`config.mk`:
```
export PLATFORM = sky130hd
export DESIGN_NAME = change_dispense_ctrl
export DESIGN_NICKNAME = d
export VERILOG_FILES = /design/src/rtl/change_pkg.sv /design/src/rtl/change_coin_select.sv /design/src/rtl/change_dispense_ctrl.sv
export SDC_FILE = /design/constraint.sdc
export NUM_CORES = 1
export LEC_CHECK = 0
export ABC_AREA = 0
export CORE_MARGIN = 4
export CORE_UTILIZATION = 53
export DETAILED_ROUTE_END_ITERATION = 10
export GPL_TIMING_DRIVEN = 0
export PLACE_DENSITY = 0.82
export SYNTH_ARGS = -nofsm -noshare
export SYNTH_HDL_FRONTEND = slang
export SYNTH_SLANG_ARGS = --single-unit
```
`constraint.sdc`:
```
create_clock -name clk -period 3.4 [get_ports clk]
set_input_delay 0.34 -clock clk [delete_from_list [all_inputs] [get_ports clk]]
set_output_delay 0.34 -clock clk [all_outputs]
set_load 0.1 [all_outputs]
```
`src/rtl/change_pkg.sv`:
```
// Shared coin codes, controller state encoding and coin-code legality check
// for the change dispense controller.
package change_pkg;

    localparam logic [2:0] COIN_NONE    = 3'd0;
    localparam logic [2:0] COIN_NICKEL  = 3'd1;
    localparam logic [2:0] COIN_DIME    = 3'd2;
    localparam logic [2:0] COIN_QUARTER = 3'd5;

    typedef enum logic [2:0] {
        IDLE,
        COLLECT,
        SELECT,
        DISPENSE,
        DONE
    } state_e;

    function automatic logic coin_legal(input logic [2:0] code);
        return (code == COIN_NICKEL) || (code == COIN_DIME) || (code == COIN_QUARTER);
    endfunction

endpackage

```
`src/rtl/change_coin_select.sv`:
```
// Greedy change picker: largest coin that fits the owed amount and is in stock.
module change_coin_select
    import change_pkg::*;
#(
    parameter int unsigned AMT_W = 6,
    parameter int unsigned CNT_W = 3
) (
    input  logic [AMT_W-1:0] change,
    input  logic [CNT_W-1:0] inv_q,
    input  logic [CNT_W-1:0] inv_d,
    input  logic [CNT_W-1:0] inv_n,
    output logic [2:0]       coin_c,
    output logic             none_avail
);

    always_comb begin
        coin_c = COIN_NONE;
        if (change >= AMT_W'(COIN_QUARTER) && inv_q != '0) begin
            coin_c = COIN_QUARTER;
        end else if (change >= AMT_W'(COIN_DIME) && inv_d != '0) begin
            coin_c = COIN_DIME;
        end else if (change != '0 && inv_n != '0) begin
            coin_c = COIN_NICKEL;
        end
    end

    assign none_avail = (coin_c == COIN_NONE);

endmodule

```
`src/rtl/change_dispense_ctrl.sv`:
```
// Vending transaction controller: collects coins against a cost, then pays
// change or a refund one coin at a time through a valid/ready ejector.
module change_dispense_ctrl
    import change_pkg::*;
#(
    parameter int unsigned AMT_W = 6,
    parameter int unsigned CNT_W = 3
) (
    input  logic             clk,
    input  logic             rst,
    input  logic             start,
    input  logic [AMT_W-1:0] cost,
    input  logic             coin_in_valid,
    input  logic [2:0]       coin_in,
    input  logic             cancel,
    input  logic             inv_load,
    input  logic [CNT_W-1:0] inv_q_d,
    input  logic [CNT_W-1:0] inv_d_d,
    input  logic [CNT_W-1:0] inv_n_d,
    input  logic             dispense_ready,
    output logic             busy,
    output logic [AMT_W-1:0] paid,
    output logic             need_more,
    output logic             coin_reject,
    output logic             dispense_valid,
    output logic [2:0]       dispense_coin,
    output logic             done,
    output logic             short_change,
    output logic [AMT_W-1:0] remaining,
    output logic [CNT_W-1:0] inv_q,
    output logic [CNT_W-1:0] inv_d,
    output logic [CNT_W-1:0] inv_n
);

    localparam int unsigned SUM_W = AMT_W + 1;

    function automatic logic [CNT_W-1:0] sat_inc(input logic [CNT_W-1:0] v);
        return (v == {CNT_W{1'b1}}) ? v : v + CNT_W'(1);
    endfunction

    state_e           state, state_nx;
    logic [AMT_W-1:0] cost_q, change_q;
    logic [AMT_W-1:0] cost_nx, paid_nx, change_nx, rem_nx;
    logic [CNT_W-1:0] inv_q_nx, inv_d_nx, inv_n_nx;
    logic [2:0]       coin_nx, pick_c;
    logic             short_nx, reject_nx, none_avail, accept_c;
    logic [SUM_W-1:0] sum_c;

    change_coin_select #(.AMT_W(AMT_W), .CNT_W(CNT_W)) u_select (
        .change     (change_q),
        .inv_q      (inv_q),
        .inv_d      (inv_d),
        .inv_n      (inv_n),
        .coin_c     (pick_c),
        .none_avail (none_avail)
    );

    // Overflow of paid is caught by the carry bit of the widened sum.
    assign sum_c    = SUM_W'(paid) + SUM_W'(coin_in);
    assign accept_c = (state == COLLECT) && coin_in_valid && coin_legal(coin_in)
                      && !sum_c[AMT_W] && (paid < cost_q) && !cancel;

    always_ff @(posedge clk or posedge rst) begin
        if (rst) state <= IDLE;
        else     state <= state_nx;
    end

    always_comb begin
        state_nx = state;
        case (state)
            IDLE:     if (start) state_nx = COLLECT;
            COLLECT:  if (paid >= cost_q || cancel) state_nx = SELECT;
            SELECT:   state_nx = (change_q == '0 || none_avail) ? DONE : DISPENSE;
            DISPENSE: if (dispense_ready) state_nx = SELECT;
            DONE:     state_nx = IDLE;
            default:  state_nx = IDLE;
        endcase
    end

    // Next values for the datapath registers and registered outputs.
    always_comb begin
        cost_nx   = cost_q;
        paid_nx   = paid;
        change_nx = change_q;
        inv_q_nx  = inv_q;
        inv_d_nx  = inv_d;
        inv_n_nx  = inv_n;
        coin_nx   = dispense_coin;
        short_nx  = short_change;
        rem_nx    = remaining;
        reject_nx = coin_in_valid && !accept_c;
        case (state)
            IDLE: begin
                if (inv_load) begin
                    inv_q_nx = inv_q_d;
                    inv_d_nx = inv_d_d;
                    inv_n_nx = inv_n_d;
                end
                if (start) begin
                    cost_nx  = cost;
                    paid_nx  = '0;
                    short_nx = 1'b0;
                    rem_nx   = '0;
                end
            end
            COLLECT: begin
                if (accept_c) begin
                    paid_nx = sum_c[AMT_W-1:0];
                    case (coin_in)
                        COIN_QUARTER: inv_q_nx = sat_inc(inv_q);
                        COIN_DIME:    inv_d_nx = sat_inc(inv_d);
                        default:      inv_n_nx = sat_inc(inv_n);
                    endcase
                end
                // A completed payment takes precedence over a late cancel.
                if (paid >= cost_q)  change_nx = paid - cost_q;
                else if (cancel)     change_nx = paid;
            end
            SELECT: begin
                if (change_q == '0 || none_avail) begin
                    short_nx = (change_q != '0);
                    rem_nx   = change_q;
                end else begin
                    coin_nx = pick_c;
                end
            end
            DISPENSE: begin
                if (dispense_ready) begin
                    change_nx = change_q - AMT_W'(dispense_coin);
                    coin_nx   = COIN_NONE;
                    case (dispense_coin)
                        COIN_QUARTER: inv_q_nx = inv_q - CNT_W'(1);
                        COIN_DIME:    inv_d_nx = inv_d - CNT_W'(1);
                        default:      inv_n_nx = inv_n - CNT_W'(1);
                    endcase
                end
            end
            default: ;
        endcase
    end

    always_ff @(posedge clk or posedge rst) begin
        if (rst) begin
            cost_q         <= '0;
            change_q       <= '0;
            paid           <= '0;
            inv_q          <= '0;
            inv_d          <= '0;
            inv_n          <= '0;
            dispense_coin  <= COIN_NONE;
            short_change   <= 1'b0;
            remaining      <= '0;
            coin_reject    <= 1'b0;
            busy           <= 1'b0;
            need_more      <= 1'b0;
            dispense_valid <= 1'b0;
            done           <= 1'b0;
        end else begin
            cost_q         <= cost_nx;
            change_q       <= change_nx;
            paid           <= paid_nx;
            inv_q          <= inv_q_nx;
            inv_d          <= inv_d_nx;
            inv_n          <= inv_n_nx;
            dispense_coin  <= coin_nx;
            short_change   <= short_nx;
            remaining      <= rem_nx;
            coin_reject    <= reject_nx;
            busy           <= (state_nx != IDLE);
            need_more      <= (state_nx == COLLECT) && (paid_nx < cost_nx);
            dispense_valid <= (state_nx == DISPENSE);
            done           <= (state_nx == DONE);
        end
    end

endmodule

```
==> results.sh, run 1 <==
export IMPL_cts_path_max_buffers=2
export IMPL_worst_path_max_delay_cell="dfrtp_4"
export IMPL_gp_congestion=0.8728
export IMPL_die_h_um=85.04
export IMPL_core_area_mm2=0.005642
export IMPL_r2r_end="need_more"
export IMPL_postRouteAntennaNets=0
export IMPL_rsz0062_at_grt="yes"
export IMPL_grt_total_usage_pct=23.19
export IMPL_rrSetupSlack_ns=0.04
export IMPL_initial_utilization_pct=55.76
export IMPL_critical_path_required_ns=3.61
export IMPL_crit_buf_inv=1
export IMPL_reg2reg_depth=14
export IMPL_dpl_hpwl_um=6135
export IMPL_end_kind="flop"
export IMPL_h_tree_depth=2
export IMPL_final_common_cell="clkdlybuf4s50_1"
export IMPL_synthCells=348
export IMPL_r2r_start="paid[0]"
export IMPL_ys_warn_count=0
export IMPL_syn_nets=396
export IMPL_cp_max_fo=5
export IMPL_io_pins=55
export IMPL_yosysSeqAreaShare_pct=35.80
export IMPL_nFillCells=415
export IMPL_path_cells="ha_4 > fa_2 > a21o_1 > a221oi_2 > and4bb_4 > buf_8 > nand3_2 > a21oi_2 > mux2i_2 > ha_1 > and4_4 > a21oi_2 > nand2_1 > a311oi_2"
export IMPL_syn_area_mm2=0.003146
export IMPL_final_nets=479
export IMPL_antenna_cells=0
export IMPL_max_stage_delay_ns=0.51
export IMPL_async_flop_share_pct=100.0
export IMPL_worstSetupStartpointType="flop"
export IMPL_setup_viol_count_final=0
export IMPL_clk_latency_ns=0.30
export IMPL_drv_cap=0
export IMPL_grt_overflow_total=0
export IMPL_path_delay_family="compound AO/OA/AOI/OAI gates"
export IMPL_critical_path_class="reg -> reg"
export IMPL_synth_edf_count=0
export IMPL_ys_ff_latch=45
export IMPL_cts_sinks=45
export IMPL_wirelength_um=8355
export IMPL_syn_avg_cell_area_um2=9.039
export IMPL_worst_pin_slew_ns=0.9858
export IMPL_final_cell_mix="clkdlybuf4s50_1 (53), nand2_1 (40), dfrtp_1 (40)"
export IMPL_cp_data_arrival_time_ns=3.57
export IMPL_hold_viol_final=0
export IMPL_drt_iter0_drc=184
export IMPL_slew_viol_final=0
export IMPL_grt_start_max_net_pins=38
export IMPL_max_slew_margin_rel_pct=34.08
export IMPL_drc=0
export IMPL_io_buffers=54
export IMPL_wl_per_cell_um=16.58
export IMPL_dieArea_mm2=0.007232
export IMPL_dr_pass1_iters=4
export IMPL_synth_distinct_cells=63
export IMPL_grt_first_pass_wirelength_um=13480
export IMPL_min_period_over_period_pct=98.84
export IMPL_ys_flop_type="dfrtp_1"
export IMPL_antenna_found_initial=0
export IMPL_hold_path_class="in -> async"
export IMPL_syn_to_final_growth_pct=31.62
export IMPL_grt_pass1_vias=2795
export IMPL_vias=2890
export IMPL_fp_dieW_um=85.04
export IMPL_fmax_mhz=297.6
export IMPL_drive_gt1_share_pct=19.21
export IMPL_min_period_ns=3.361
export IMPL_cts_root_buf="clkbuf_8"
export IMPL_finalClockSkew_ns=0.007297
export IMPL_critPathMostFrequentCell="a21oi_2"
export IMPL_status="complete, no violations"
export IMPL_hold_buffers=0
export IMPL_path_clk_slew_ns=0.09
export IMPL_viasPerCell=5.734
export IMPL_utilization_pct=73.39
export IMPL_rows=27
export IMPL_cts_made_buffers=5
export IMPL_cts_tree="done"
layout make-up:
class	instances	area [um^2]	area share (%)
clock inverters	2	10.01	0.2418
multi-input cells	262	1891	45.66
flip-flops and latches	45	1135	27.41
well taps	72	90.09	2.176
inverters	28	105.1	2.539
plain buffers	13	102.6	2.478
repair buffers	76	734.5	17.74
clock buffers	6	72.57	1.753
cells in the mapped netlist (all sizes together) (5+ instances only):
library cell  instances  share of area, %
a21oi                33               5.8
buf                  10               2.8
dfrtp                45                36
fa                    6               3.8
ha                   17               6.8
inv                  28               3.3
nand2                40               4.8
nand3                12               2.1
nor2                 17               2.0
nor2b                11               2.2
nor3                  7               1.5
o211ai                7               2.0
o21ai                39               6.4
xnor2                 5               1.4
metrics by stage:
step                instances  TNS [ns]  hold slack (ns)  setup slack (ns)  cell area, um^2
floorplan                 348         0           0.4605           0.03167             3169
global placement          474   -0.3911           0.4631           -0.3911             3800
detailed placement        475   -0.4343           0.4747           -0.4343             3820
CTS                       497         0           0.2692          0.003762             4006
global route              504   -0.1103           0.2923           -0.1103             4140
finish                    504         0           0.2621           0.03933             4140
cell families (layout without fill, tap and decap cells):
family / after synthesis / after routing / synth area share (%)
buf+inv: 41 / 125 / 6.484
simple gates: 116 / 116 / 19.73
mux: 8 / 8 / 2.705
flops: 45 / 45 / 35.80
xor+xnor: 7 / 7 / 1.949
compound gates: 108 / 108 / 22.75
fa+ha+maj: 23 / 23 / 10.58
timing repair:
| item | CTS | global route |
|---|---|---|
| buffers inserted | 14 | 8 |
| resized for setup | 1 | 15 |
| setup endpoints to repair | 1 | 7 |
| cloned | 0 | 1 |
| pin swaps | 1 | 7 |
flip-flops by register name (all words and copies together), names as in the netlist:
register	flops
short_change	1
dispense_valid	1
state	3
inv_n	3
remaining	6
paid	6
cost_q	6
inv_d	3
done	1
inv_q	3
dispense_coin	3
need_more	1
coin_reject	1
change_q	6
busy	1
metal layers:
layer	track usage [%]	part of all wire (%)	vias to the layer above
met2	38.63	50	90
met4	7.050	2.2	0
met5	0	0	-
met3	4.563	5.3	18
li1	-	-	1407
met1	30.48	43	1375
how the worst max path moves through the flow:
stage / from / end / slack [ns] / cells after the start
3_5_place_dp: coin_in[0] / need_more / -0.43 / 15
5_1_grt: paid[0] / need_more / -0.11 / 15
3_3_place_gp: coin_in[0] / need_more / -0.39 / 15
6_report: paid[0] / need_more / 0.04 / 14
2_1_floorplan: paid[0] / need_more / 0.03 / 14
4_1_cts: paid[0] / need_more / 0.004 / 14
Power of run 1 is not shown: default switching activity piles up to over one toggle a cycle in this logic, so the estimate is an artifact.
==> run 2: changes to the inputs <==
GPL_ROUTABILITY_DRIVEN = 0   (was not set)
==> run 2 against run 1 <==
Net effect:
- register-to-register slack improved by 0.02 ns
- first-iteration DRC count up 3.8%
- die area stayed put
- final area is 2.7% lower
- wire length is 4.1% lower
==> results.sh, run 2 (synthesized netlist as in run 1, its figures left out) <==
export IMPL_status="complete, no violations"
export IMPL_worst_pin_slew_ns=0.9781
export IMPL_final_common_cell="clkdlybuf4s50_1"
export IMPL_wl_met2_um=4007
export IMPL_max_slew_margin_rel_pct=34.59
export IMPL_drive_gt1_share_pct=15.91
export IMPL_dpl_hpwl_um=6174
export IMPL_fin_setup_tns_ns=0
export IMPL_cts_sinks=45
export IMPL_drv_cap=0
export IMPL_cp_data_arrival_time_ns=3.55
export IMPL_path_delay_family="compound AO/OA/AOI/OAI gates"
export IMPL_syn_to_final_growth_pct=28.12
export IMPL_hold_buffers=0
export IMPL_io_pins=55
export IMPL_topRoutingLayerUsed="met4"
export IMPL_antenna_found_initial=0
export IMPL_worst_path_max_delay_cell="dfrtp_4"
export IMPL_viasPerCell=5.712
export IMPL_cts_tree="done"
export IMPL_wl_met1_um=3495
export IMPL_wirelength_um=8011
export IMPL_rsz0062_at_grt="yes"
export IMPL_final_cell_mix="clkdlybuf4s50_1 (53), nand2_1 (40), dfrtp_1 (40)"
export IMPL_final_nets=468
export IMPL_grt_overflow_total=0
export IMPL_worstSetupStartpointType="flop"
export IMPL_setup_viol_count_final=0
export IMPL_wl_met3_um=371
export IMPL_min_period_over_period_pct=98.22
export IMPL_io_buffers=54
export IMPL_die_h_um=85.04
export IMPL_wl_per_cell_um=16.25
export IMPL_critical_path_required_ns=3.62
export IMPL_cts_made_buffers=5
export IMPL_drc=0
export IMPL_core_area_mm2=0.005642
export IMPL_antenna_cells=0
export IMPL_postRouteAntennaNets=0
export IMPL_path_clk_slew_ns=0.09
export IMPL_dp_slack_ns=-0.4352
export IMPL_grt_start_max_net_pins=29
export IMPL_rows=27
export IMPL_end_kind="flop"
export IMPL_min_period_ns=3.339
export IMPL_slew_viol_final=0
export IMPL_cp_max_fo=8
export IMPL_drt_iter0_drc=191
export IMPL_initial_utilization_pct=55.76
export IMPL_hold_path_class="in -> async"
export IMPL_clk_latency_ns=0.30
export IMPL_fmax_mhz=299.5
export IMPL_grt_first_pass_wirelength_um=13370
export IMPL_cts_root_buf="clkbuf_8"
export IMPL_max_stage_delay_ns=0.50
export IMPL_critical_path_class="reg -> reg"
export IMPL_cts_path_max_buffers=2
export IMPL_setup_ws_ns=0.06066
export IMPL_h_tree_depth=2
export IMPL_vias=2816
export IMPL_grt_total_usage_pct=22.71
export IMPL_hold_viol_final=0
export IMPL_finalClockSkew_ns=0.007540
export IMPL_dieArea_mm2=0.007232
export IMPL_dr_pass1_iters=5
export IMPL_fp_dieW_um=85.04
export IMPL_crit_buf_inv=1
export IMPL_path_cells="ha_4 > fa_2 > a21o_1 > a221oi_4 > and4bb_4 > buf_8 > nand3_1 > a21oi_1 > mux2i_1 > ha_1 > and4_4 > a21oi_2 > nand2_1 > a311oi_2"
export IMPL_grt_pass1_vias=2851
export IMPL_holdWs_ns=0.3358
-- run 2: cell count changes in the layout (fill, tap and decap cells not counted), moves of 2 or more --
cell      change
buf_4        -10
a21oi_1       +3
a21oi_2       -3
clkbuf_8      +2
-- run 2: layout make-up --
class / count / area, um^2
buffer: 13 / 102.6
fill: 460 / 1612
timing repair buffer: 65 / 634.4
multi-input combinational: 262 / 1862
tap: 72 / 90.09
inverter: 28 / 105.1
sequential: 45 / 1135
clock buffer: 7 / 96.34
clock inverter: 1 / 5.005
-- run 2: path summary, 6_finish.rpt --
check | cells past startpoint | startpoint | end | slack [ns]
max | 14 | paid[0] | need_more | 0.06
min | 2 | rst | remaining[4] | 0.34
max reg2reg | 14 | paid[0] | need_more | 0.06
min reg2reg | 2 | short_change | short_change | 0.48
max in group asynchronous | 3 | rst | paid[0] | 2.56
min in group clk | 2 | short_change | short_change | 0.48
-- run 2: what timing repair did --
| action | in CTS | in global routing |
|---|---|---|
| pin swaps | 2 | 8 |
| setup endpoints to repair | 1 | 1 |
| setup buffers | 4 | 6 |
| gates resized for setup | 2 | 8 |
| endpoints found under the hold margin | 0 | 0 |
-- run 2: through the flow --
stage | cell area (um^2) | cells | utilization [%]
after floorplan | 3169 | 348 | -
after global placement | 3800 | 474 | 67.35
after detailed placement | 3820 | 475 | 67.71
after CTS | 3961 | 487 | 70.22
after global routing | 4030 | 493 | 71.43
final | 4030 | 493 | 71.43
-- run 2: routing by layer --
layer  track usage [%]  vias up
met5                 0        -
met4             6.906        0
met3             3.495       15
met2             39.83       79
met1             28.69     1343
li1                  -     1379
Power of run 2 is left out for the same reason.
